--- src/rtl/ram_fib_seq_ctrl_if.sv ---
// Single-port synchronous RAM pins as seen by the sequencer (master) and the memory (slave).
// mem_rdata is valid the cycle after an address is presented with mem_we low.
interface ram_fib_seq_ctrl_if #(
   parameter int unsigned ADDR_W = 6,
   parameter int unsigned DATA_W = 32
);
   logic              mem_we;
   logic [ADDR_W-1:0] mem_addr;
   logic [DATA_W-1:0] mem_wdata;
   logic [DATA_W-1:0] mem_rdata;

   modport master (output mem_we, mem_addr, mem_wdata, input  mem_rdata);
   modport slave  (input  mem_we, mem_addr, mem_wdata, output mem_rdata);
endinterface

--- src/rtl/ram_fib_seq_ctrl.sv ---
// Fills a single-port RAM with N Fibonacci-style words: seeds at 0/1, then word i = word(i-2) + word(i-1).
// Final write lands 2+4*(N-2) cycles after start is accepted; no backpressure, the RAM takes one access per cycle.
module ram_fib_seq_ctrl #(
   parameter int unsigned       ADDR_W = 6,
   parameter int unsigned       DATA_W = 32,
   parameter int unsigned       N      = 64,
   parameter logic [DATA_W-1:0] SEED0  = DATA_W'(1),
   parameter logic [DATA_W-1:0] SEED1  = DATA_W'(1)
) (
   input  logic               clk,
   input  logic               rst,
   input  logic               start,
   ram_fib_seq_ctrl_if.master mem,
   output logic               busy,
   output logic               done,
   output logic [DATA_W-1:0]  last_value
);
   localparam logic [ADDR_W-1:0] LAST_IDX = ADDR_W'(N - 1);

   typedef enum logic [2:0] {IDLE, W0, W1, RD_A, RD_B, CAP, WR, DONE} state_t;

   state_t            state;
   logic [ADDR_W-1:0] index;
   logic [DATA_W-1:0] a;
   logic [DATA_W-1:0] b;

   // RAM pins are registered: each branch loads the values belonging to the state being entered.
   always_ff @(posedge clk) begin
      if (rst) begin
         state         <= IDLE;
         index         <= '0;
         a             <= '0;
         b             <= '0;
         busy          <= 1'b0;
         done          <= 1'b0;
         last_value    <= '0;
         mem.mem_we    <= 1'b0;
         mem.mem_addr  <= '0;
         mem.mem_wdata <= '0;
      end else begin
         mem.mem_we    <= 1'b0;
         mem.mem_addr  <= '0;
         mem.mem_wdata <= '0;
         unique case (state)
            IDLE: begin
               if (start) begin
                  state         <= W0;
                  done          <= 1'b0;
                  busy          <= 1'b1;
                  mem.mem_we    <= 1'b1;
                  mem.mem_wdata <= SEED0;
               end
            end
            W0: begin
               last_value    <= SEED0;
               state         <= W1;
               mem.mem_we    <= 1'b1;
               mem.mem_addr  <= ADDR_W'(1);
               mem.mem_wdata <= SEED1;
            end
            W1: begin
               last_value <= SEED1;
               index      <= ADDR_W'(2);
               state      <= RD_A;
            end
            RD_A: begin
               state        <= RD_B;
               mem.mem_addr <= index - ADDR_W'(1);
            end
            RD_B: begin
               a     <= mem.mem_rdata;
               state <= CAP;
            end
            CAP: begin
               // b is still loading this edge, so the sum takes the fresh read word directly.
               b             <= mem.mem_rdata;
               state         <= WR;
               mem.mem_we    <= 1'b1;
               mem.mem_addr  <= index;
               mem.mem_wdata <= a + mem.mem_rdata;
            end
            WR: begin
               last_value <= a + b;
               if (index == LAST_IDX) begin
                  state <= DONE;
               end else begin
                  index        <= index + ADDR_W'(1);
                  state        <= RD_A;
                  mem.mem_addr <= index - ADDR_W'(1);
               end
            end
            DONE: begin
               done  <= 1'b1;
               busy  <= 1'b0;
               state <= IDLE;
            end
            default: state <= IDLE;
         endcase
      end
   end
endmodule

--- src/flat_wrapper.sv ---
// flat-port wrapper written by rule: the top's interface ports become plain ports
module ram_fib_seq_ctrl_flat 
#(
   parameter int unsigned       ADDR_W = 6,
   parameter int unsigned       DATA_W = 32,
   parameter int unsigned       N      = 64,
   parameter logic [DATA_W-1:0] SEED0  = DATA_W'(1),
   parameter logic [DATA_W-1:0] SEED1  = DATA_W'(1)
)
  (clk, rst, start, busy, done, last_value, mem_mem_we, mem_mem_addr, mem_mem_wdata, mem_mem_rdata);
  ram_fib_seq_ctrl_if #(.ADDR_W(ADDR_W), .DATA_W(DATA_W)) mem_i ();
  input  logic clk;
  input  logic rst;
  input  logic start;
  output logic busy;
  output logic done;
  output logic [DATA_W-1:0] last_value;
  output wire logic [$bits(mem_i.mem_we)-1:0] mem_mem_we;
  output wire logic [$bits(mem_i.mem_addr)-1:0] mem_mem_addr;
  output wire logic [$bits(mem_i.mem_wdata)-1:0] mem_mem_wdata;
  input wire logic [$bits(mem_i.mem_rdata)-1:0] mem_mem_rdata;
  assign mem_mem_we = mem_i.mem_we;
  assign mem_mem_addr = mem_i.mem_addr;
  assign mem_mem_wdata = mem_i.mem_wdata;
  assign mem_i.mem_rdata = mem_mem_rdata;
  ram_fib_seq_ctrl #(.ADDR_W(ADDR_W), .DATA_W(DATA_W), .N(N), .SEED0(SEED0), .SEED1(SEED1)) u_core (.clk(clk), .rst(rst), .start(start), .mem(mem_i), .busy(busy), .done(done), .last_value(last_value));
endmodule
--- config.mk ---
export PLATFORM = sky130hd
export DESIGN_NAME = ram_fib_seq_ctrl_flat
export DESIGN_NICKNAME = d
export VERILOG_FILES = /design/src/rtl/ram_fib_seq_ctrl_if.sv /design/src/rtl/ram_fib_seq_ctrl.sv /design/src/flat_wrapper.sv
export SDC_FILE = /design/constraint.sdc
export NUM_CORES = 1
export LEC_CHECK = 0
export ABC_AREA = 1
export BUFFER_PORTS_ARGS = -buffer_cell sky130_fd_sc_hd__buf_2
export CAP_MARGIN = 20
export CORE_MARGIN = 5
export CORE_UTILIZATION = 59
export CTS_CLUSTER_SIZE = 10
export DETAILED_ROUTE_END_ITERATION = 10
export PLACE_DENSITY_LB_ADDON = 0.1
export REMOVE_ABC_BUFFERS = 1
export SLEW_MARGIN = 25
export SYNTH_ARGS = -nofsm -noshare
export SYNTH_HDL_FRONTEND = slang
export SYNTH_SLANG_ARGS = --single-unit
export TNS_END_PERCENT = 1
--- constraint.sdc ---
create_clock -name clk -period 2.67 [get_ports clk]
set_clock_uncertainty 0.1 [all_clocks]
set_input_delay 0.1335 -clock clk [delete_from_list [all_inputs] [get_ports clk]]
set_output_delay 0.1335 -clock clk [all_outputs]
set_load 0.05 [all_outputs]
==> summary.md, run 1 <==
| Metric | Value |
|---|---|
| Outcome | complete, no violations |
| CP dominant cell by count | nand2_2 |
| Via count | about 9500 |
| Final Hold Violating Endpoints | 0 |
| Top post-synthesis cells by count | 374 x nand2_1, 243 x nor2_1, 199 x inv_1 |
| Clock sink total | between 100 and 150 |
| Worst Setup Start Kind | register |
| Clock transition at path regs | 0.06 ns |
| CTS resizes | 0 |
| GRT Residual Overflow | 0 |
| Yosys reg bits | about 150 |
| Top delay family on crit path | adder cells |
| CTS Buf Count | 17 |
| Largest net degree at the start of global routing | between 50 and 60 |
| RD Place Congestion | between 0.9 and 1 |
| CORE AREA | around 15000 um^2 |
| ANT nets after route | 0 |
| Worst-path cell chain | ha_1 -> inv_1 -> fa_1 -> o21ai_2 -> nand2_2 -> nand2_2 -> nand2_2 -> nand2_2 -> nand3_1 -> a21oi_1 -> nor2_1 |
| Vias per cell | ~5.2 |
| Clock root cell | clkbuf_16 |
| Slew @ Worst Pin | between 0.5 and 0.6 ns |
| Starting density of the core | around 60% |
| Hold Crit Start | u_core.done$_SDFFE_PP0P_ |
| Post-DR wirelength/cell | around 14 um |
| Max Cap Viol | 0 |
| Die Span X | between 100 and 150 um |
| Hold Path End | u_core.done$_SDFFE_PP0P_ |
| Ys async rst share | 0% |
| Pleak | ~5.5 nW |
| Hpwl dp | about 20 mm |
| R2r worst-path depth | 11 |
| Wire length on met2 | 11.4 mm |
| Yosys top cell area share | approximately a third |
| First-pass GRT wire length | roughly 42 mm |
| Deepest clock path buffer count | 2 |
| Post-synthesis sequential area ratio | between 30% and 40% |
| Iter 0 DRT Violations | just under 900 |
| FMAX | approximately 430 MHz |
| Worst path slowest cell | fa_1 |
| GRT Util Overall | approximately 29% |
| Fin crit period | 2.32 ns |
| Peak fanout along the critical path | 4 |
| Synth Flop Type | dfxtp_1 |
| Met1 Wirelength | approximately 12 mm |
| Top sig layer | met4 |
| WL final | ~26 mm |
| Crit path DAT | between 2 and 3 ns |
| Row cnt | 45 |
| CTS tree | done |
| Drt drc | 0 |
| Antenna violations before repair | 0 |
| R2R Setup Slk | roughly 0.35 ns |
| Average footprint of a synthesized cell | ~6.3 um^2 |
| Vias in the first global route | around 9000 |
| Layout cells sized above 1 | 11.6% |
| Nets | about 1700 |
| Gate Count Post-Synth | 1465 |
| R2R Path Start | u_core.a[0]$_SDFFE_PP0P_ |
| Most used standard cell by instance count after synthesis | nand2_1 |
| Pins Over Slew Limit | 0 |
| WHS | between 0.3 and 0.4 ns |
| Final Cycle Share | between 80 and 90% |
| I/O Buffers | ~110 |
| Clock Latency Late Sink | roughly 0.44 ns |
| Placed cells | about 1800 |
| Crit Reg-Reg Endpoint | u_core.mem.mem_wdata[30]$_SDFF_PP0_ |
| Finished Layout Cells | between 1500 and 2000 |
| Post-synthesis cell type count | 40 |
| Post-synth EDFFs | 0 |
| Critical Path Start | u_core.a[0]$_SDFFE_PP0P_ |
| Worst EP required | about 2.9 ns |
| Synth Warn # | 0 |
| Met3 wire len | approximately 1.8 mm |
| CP Capture Type | register |
| Mapped Area | around 9200 um^2 |
| Worst setup path category | reg2reg |
| Design area | about 11000 um^2 |
| Setup violations, final | 0 |
| Setup TNS | 0 ns |
| TritonRoute pass-1 iters | 5 |
| CP bufs+invs | 1 |
| Worst hold path class | reg2reg |
| Top post-synthesis cells by area | dfxtp_1 32%, nand2_1 15%, nor2_1 9.9% |
| Ant diodes | 0 |
| Area Growth Syn to Fin | 18.0% |
| H-tree depth | 4 |
| Die area | between 15000 and 20000 um^2 |
| Power density over the cells | 609 nW/um^2 |
| Synth area leader | dfxtp_1 |
| Hold depth | 2 |
| Worst-case vdd ir drop | around 560 uV |
| Ports | about 110 |
| Placed instance area | ~9900 um^2 |
| Rel. slew slack | roughly 64% |
| Max stage delay on crit path | 0.44 ns |
| RSZ-0062 raised after global routing | no |
| Die height | around 130 um |
[logic make-up after synthesis]
| group | count (synthesis) | synth area share, % |
|---|---|---|
| buf+inv | 235 | 9.87 |
| fa+ha+maj | 70 | 9.67 |
| compound gates | 268 | 15.4 |
| simple gates | 735 | 32.3 |
| xor+xnor | 11 | 1.05 |
| flops | 146 | 31.7 |
[worst max-delay path by stage]
stage / cells past startpoint / end
floorplan: 6 / u_core.state[2]$_SDFFE_PP0P_
global placement: 11 / u_core.mem.mem_wdata[30]$_SDFF_PP0_
global route: 11 / u_core.mem.mem_wdata[30]$_SDFF_PP0_
detailed placement: 11 / u_core.mem.mem_wdata[30]$_SDFF_PP0_
CTS: 11 / u_core.mem.mem_wdata[30]$_SDFF_PP0_
finish: 11 / u_core.mem.mem_wdata[30]$_SDFF_PP0_
[state kept, by name, indices dropped and copies added, names as in the netlist]
name,flops
u_core.mem.mem_addr,6
u_core.last_value,32
u_core.index,6
u_core.a,32
u_core.b,32
u_core.done,1
u_core.mem.mem_wdata,32
u_core.state,3
u_core.mem.mem_we,1
u_core.busy,1
[what timing repair did]
action | CTS | global route
hold endpoints to repair | 74 | 0
hold buffers | 34 | 0
setup buffers | 0 | 0
[final cells by class]
type	instances	area, um^2
multi-input cells	1084	5380
flip-flops and latches	146	2920
clock buffers	19	443
fillers	1380	4380
repair buffers	151	951
well taps	211	264
inverters	202	758
clock inverters	12	156
[tightest hold or removal path, stage by stage, from the launching register on]
cell and delay [ns]:
dfxtp_1 0.31, nand2_1 0.06, a21oi_1 0.05
[through the flow]
stage,setup slack (ns),total power [W],util [%]
2_1_floorplan,0.169,0.00366,-
3_3_place_gp,0.441,0.00412,65.1
3_5_place_dp,0.397,0.00414,65.1
4_1_cts,0.381,0.00661,71.3
5_1_grt,0.145,0.00696,71.3
6_report,0.354,0.00662,71.3
[routing by layer]
layer  up-vias  track usage (%)
met2       325             45.1
met5         -                0
li1       4943                -
met4         0             10.4
met1      4194             38.8
met3        49             6.45
[cell usage in the layout, fill, tap and decap left out, drive strengths merged, types with 34 or more instances in the layout]
cell type    netlist  final
nand2            391    391
nor2             251    251
inv              201    203
dfxtp            146    146
a21oi            134    134
o21ai            117    117
buf               15    117
ha                68     68
nand3             62     62
dlygate4sd3        0     34
[power breakdown]
group	internal [W]	switching [W]	total, W
logic	0.000547	0.00119	0.00173
registers	0.00233	0.000109	0.00244
clock network	0.00149	0.000958	0.00245
Note: power is estimated with default switching activity, not from simulation.
==> run 2: changes to the inputs <==
CELL_PAD_IN_SITES_DETAIL_PLACEMENT = 1   (was default)
CELL_PAD_IN_SITES_GLOBAL_PLACEMENT = 2   (was default)
CORE_UTILIZATION = 32   (was 59)
CTS_BUF_LIST = sky130_fd_sc_hd__clkbuf_8 sky130_fd_sc_hd__clkbuf_16   (was default)
SETUP_SLACK_MARGIN = 0.15   (was default)
==> summary.md, run 2 (same netlist as run 1, synthesis figures left out) <==
| Metric | Value |
|---|---|
| R2R Setup Slk | roughly 0.37 ns |
| TritonRoute pass-1 iters | 4 |
| Finished Layout Cells | about 2000 |
| WL final | around 32 mm |
| Die height | around 180 um |
| Final Hold Violating Endpoints | 0 |
| Deepest clock path buffer count | 2 |
| Rel. slew slack | a little under three fifths |
| Worst Slack Setup Final | between 0.3 and 0.4 ns |
| CTS tree | done |
| Fin crit period | between 2 and 2.5 ns |
| Largest net degree at the start of global routing | roughly 40 |
| Hpwl dp | about 26 mm |
| Switching pwr | 0.00238 W |
| Post-CTS setup buffer count | 0 |
| Max stage delay on crit path | 0.42 ns |
| FMAX | about 430 MHz |
| Max Cap Viol | 0 |
| First-pass GRT wire length | about 52 mm |
| Crit Reg-Reg Endpoint | u_core.last_value[24]$_SDFFE_PP0P_ |
| Worst path slowest cell | fa_1 |
| Crit path DAT | between 2 and 3 ns |
| Post-CTS Hold Buffers | 33 |
| Layout cells sized above 1 | about an eighth |
| Sequential Power Share | between 30% and 40% |
| Drt drc | 0 |
| I/O Buffers | roughly 110 |
| CTS Buf Count | 17 |
| Worst-case vdd ir drop | around 320 uV |
| RD Place Congestion | around 0.82 |
| Vias in the first global route | between 9000 and 10000 |
| Most frequent cells in the layout | 374 x nand2_1, 243 x nor2_1, 199 x inv_1 |
| Die Span X | ~180 um |
| Worst-path cell chain | inv_1 -> fa_1 -> inv_1 -> nand3_1 -> nand3_1 -> nand2_1 -> nand2_1 -> nand2_1 -> nand3_1 -> nand2_1 -> nand3_1 -> a21oi_1 |
| GRT Residual Overflow | 0 |
| Clk pwr share | ~37% |
| CORE AREA | roughly 29000 um^2 |
| RSZ-0062 raised after global routing | no |
| Multi-input logic area | between 5000 and 6000 um^2 |
| Setup TNS | 0 ns |
| CTS resizes | 0 |
| Sw Share | between 30% and 40% |
| Pleak | about 5.5 nW |
| Outcome | complete, no violations |
| Via count | 9373 |
| Comb pwr share | between 20% and 30% |
| Die area | around 32000 um^2 |
| Vias per cell | roughly 4.7 |
| Critical Path Start | u_core.a[1]$_SDFFE_PP0P_ |
| CP endpoint | u_core.last_value[24]$_SDFFE_PP0P_ |
| Placed instance area | slightly above 10000 um^2 |
| FF/Latch Area | between 2000 and 3000 um^2 |
| Setup WS pre-CTS | roughly 0.36 ns |
| Slew @ Worst Pin | 0.661 ns |
| R2R Path Start | u_core.a[1]$_SDFFE_PP0P_ |
| Clock sink total | 146 |
| Worst EP required | ~2.9 ns |
| GRT Util Overall | between 10% and 20% |
| CP Capture Type | register |
| Pins Over Slew Limit | 0 |
| Most common cell after layout, fill and taps aside | nand2_1 |
| Clock root cell | clkbuf_16 |
| Ports | ~110 |
| Power density over the cells | slightly above 600 nW/um^2 |
| Final Cycle Share | around 86% |
| Tot Pwr | slightly below 0.007 W |
| Design area | 11100 um^2 |
| Peak fanout along the critical path | 4 |
| Post-DR wirelength/cell | ~16 um |
| Nets | between 1500 and 2000 |
| R2r worst-path depth | 12 |
| Starting density of the core | 32.3% |
| Int Pwr | between 0.004 and 0.005 W |
| Setup violations, final | 0 |
| H-tree depth | 4 |
| Iter 0 DRT Violations | 370 |
| Worst hold path class | in2reg |
| Ant diodes | 0 |
| Area Growth Syn to Fin | 20.7% |
| Clock Latency Late Sink | 0.43 ns |
| Placed cells | between 1500 and 2000 |
| Worst setup path category | reg2reg |
| Hold Crit Start | rst |
| Fill count | approximately 3900 |
| Antenna violations before repair | 0 |
| ANT nets after route | 0 |
| Worst Setup Start Kind | register |
| Clock transition at path regs | ~0.07 ns |
| Row cnt | just over 60 |
## run 2: final cells by class
type | instances | share of cell area, %
clock buffers | 19 | 4.07
clock inverters | 13 | 1.43
inverters | 202 | 6.82
multi-input cells | 1084 | 48.4
flip-flops and latches | 146 | 26.3
well taps | 384 | 4.32
repair buffers | 153 | 8.67
## run 2: metal layers
layer  wire length (um)  track usage, %  vias to the layer above  share of wire (%)
met3                877            2.95                       30                2.7
met2              14600            33.0                      128                 45
met5                  0               0                        -                  0
met4                683            5.76                        0                2.1
met1              16200            27.3                     4300                 50
li1                   -               -                     4915                  -
## run 2: worst min-delay path by stage
stage	to	slack [ns]	cells after the start
6_report	u_core.mem.mem_addr[4]$_SDFF_PP0_	0.14	2
3_5_place_dp	u_core.b[21]$_SDFFE_PP0N_	0.33	3
4_1_cts	u_core.mem.mem_addr[4]$_SDFF_PP0_	0.12	2
3_3_place_gp	u_core.b[0]$_SDFFE_PP0N_	0.32	3
5_1_grt	u_core.mem.mem_addr[4]$_SDFF_PP0_	0.14	2
2_1_floorplan	u_core.busy$_SDFFE_PP0P_	0.10	1
## run 2: power by group through the flow
stage	Clock (W)	Combinational (W)	Sequential, W
after floorplan	0	0.00103	0.00263
after global placement	0	0.00176	0.00249
after detailed placement	0	0.00178	0.00250
after CTS	0.00261	0.00183	0.00245
after global routing	0.00269	0.00204	0.00247
final	0.00253	0.00181	0.00245
## run 2: critical path: cells and delay by family (launching register included)
family          cells  cell delay (ns)
compound gates      1             0.07
fa+ha+maj           1             0.42
buf+inv             2             0.29
flops               1             0.41
simple gates        8             0.89
## run 2: per-stage QoR
stage	util, %	hold slack, ns
after global placement	35.6	0.321
after CTS	38.9	0.125
final	38.9	0.136
after global routing	38.9	0.137
after floorplan	-	0.103
after detailed placement	35.6	0.332
==> run 3: changes to the inputs <==
REMOVE_ABC_BUFFERS = default   (was 1)
==> summary.md, run 3 (same netlist as run 1, synthesis figures left out) <==
| Metric | Value |
|---|---|
| Post-DR wirelength/cell | about 16 um |
| Pins Over Slew Limit | 0 |
| Ports | 108 |
| RSZ-0062 raised after global routing | no |
| Worst setup path category | reg2reg |
| CTS Buf Count | 17 |
| Worst Setup Start Kind | register |
| Row cnt | slightly above 60 |
| Final Cycle Share | a little under nine tenths |
| Fill count | roughly 3900 |
| Rel. slew slack | roughly half |
| Pleak | roughly 5.5 nW |
| ANT nets after route | 0 |
| CORE AREA | 28500 um^2 |
| Design area | between 10000 and 15000 um^2 |
| Most frequent cells in the layout | 374 x nand2_1, 243 x nor2_1, 199 x inv_1 |
| Setup TNS | 0 ns |
| Starting density of the core | about a third |
| Setup violations, final | 0 |
| Post-CTS Hold Buffers | 34 |
| Deepest clock path buffer count | 2 |
| Crit path DAT | between 2 and 3 ns |
| Vias per cell | ~4.7 |
| Worst hold path class | reg2reg |
| Iter 0 DRT Violations | 340 |
| Die area | between 30000 and 40000 um^2 |
| Post-CTS setup buffer count | 0 |
| Antenna violations before repair | 0 |
| First-pass GRT wire length | around 51 mm |
| Worst EP required | roughly 2.9 ns |
| CP Capture Type | register |
| Clock Latency Late Sink | approximately 0.43 ns |
| Largest net degree at the start of global routing | 70 |
| Vias in the first global route | 9522 |
| Peak fanout along the critical path | 4 |
| Slew @ Worst Pin | around 0.74 ns |
| Synthesized net count | approximately 1600 |
| H-tree depth | 4 |
| Placed cells | ~1900 |
| Nets | approximately 1700 |
| Max Cap Viol | 0 |
| GRT Util Overall | between 10% and 20% |
| Clock sink total | about 150 |
| Placed instance area | 10200 um^2 |
| GRT Residual Overflow | 0 |
| Area Growth Syn to Fin | 20.1% |
| Drt drc | 0 |
| I/O Buffers | roughly 110 |
| FMAX | about 430 MHz |
| Post-layout util | 38.7% |
| Layout cells sized above 1 | between 10% and 20% |
| Final Hold Violating Endpoints | 0 |
| TritonRoute pass-1 iters | 4 |
| Via count | 9318 |
| Power density over the cells | 598 nW/um^2 |
| Hpwl dp | between 20 and 30 mm |
| CTS resizes | 0 |
| Clock root cell | clkbuf_16 |
| Ant diodes | 0 |
| Die Span X | 180 um |
| Most common cell after layout, fill and taps aside | nand2_1 |
| Finished Layout Cells | between 1500 and 2000 |
| WHS | around 0.36 ns |
| Fin crit period | 2.30 ns |
| Clock transition at path regs | 0.07 ns |
| CTS tree | done |
| Worst-case vdd ir drop | around 330 uV |
| Die height | between 150 and 200 um |
| RD Place Congestion | slightly above 0.8 |
| WL final | 31.5 mm |
| Outcome | complete, no violations |
run 3: cell count changes in the layout (fill, tap and decap cells not counted), sizes merged:
| cell | delta |
|---|---|
| buf | -3 |
| bufinv | -3 |
| clkbuf | -2 |
| clkinv | -5 |
| clkinvlp | +2 |
| dlygate4sd3 | +1 |
| inv | +8 |
run 3: stage by stage:
stage | total power (W) | setup slack, ns
floorplan | 0.00371 | 0.723
global placement | 0.00423 | 0.391
detailed placement | 0.00424 | 0.341
CTS | 0.00671 | 0.327
global route | 0.00701 | 0.208
finish | 0.00661 | 0.368
run 3: routing by layer:
layer	track usage, %	part of all wire (%)
met1	27.0	51
met2	31.7	45
met3	3.15	3.0
met4	3.44	0.78
met5	0	0
run 3: final timing paths:
check / startpoint / to / slack (ns) / cells after the start
max: u_core.a[0]$_SDFFE_PP0P_ / u_core.mem.mem_wdata[30]$_SDFF_PP0_ / 0.37 / 11
min: u_core.done$_SDFFE_PP0P_ / u_core.done$_SDFFE_PP0P_ / 0.36 / 2
max reg2reg: u_core.a[0]$_SDFFE_PP0P_ / u_core.mem.mem_wdata[30]$_SDFF_PP0_ / 0.37 / 11
min reg2reg: u_core.done$_SDFFE_PP0P_ / u_core.done$_SDFFE_PP0P_ / 0.36 / 2
run 3: cell type report:
class | count | area [um^2] | share of cell area (%)
tap | 384 | 480 | 4.34
clock buffer | 17 | 425 | 3.85
timing repair buffer | 151 | 951 | 8.60
inverter | 202 | 758 | 6.86
sequential | 146 | 2920 | 26.4
clock inverter | 15 | 143 | 1.29
multi-input combinational | 1084 | 5380 | 48.6
run 3: power breakdown:
group / total, W / internal (W) / leakage (nW) / switching, W
registers: 0.00244 / 0.00233 / 1.18 / 0.000113
clock network: 0.00238 / 0.00124 / 0.276 / 0.00115
logic: 0.00178 / 0.000551 / 4.04 / 0.00123
total: 0.00661 / 0.00412 / 5.50 / 0.00249
run 3: critical path, stage by stage, from the launching register on:
cell     delay (ns)
dfxtp_1        0.36
ha_1           0.21
inv_1          0.09
fa_1           0.49
o21ai_2        0.27
nand2_2        0.08
nand2_2        0.11
nand2_2        0.06
nand2_2        0.12
nand3_1        0.10
a21oi_1        0.17
nor2_1         0.05
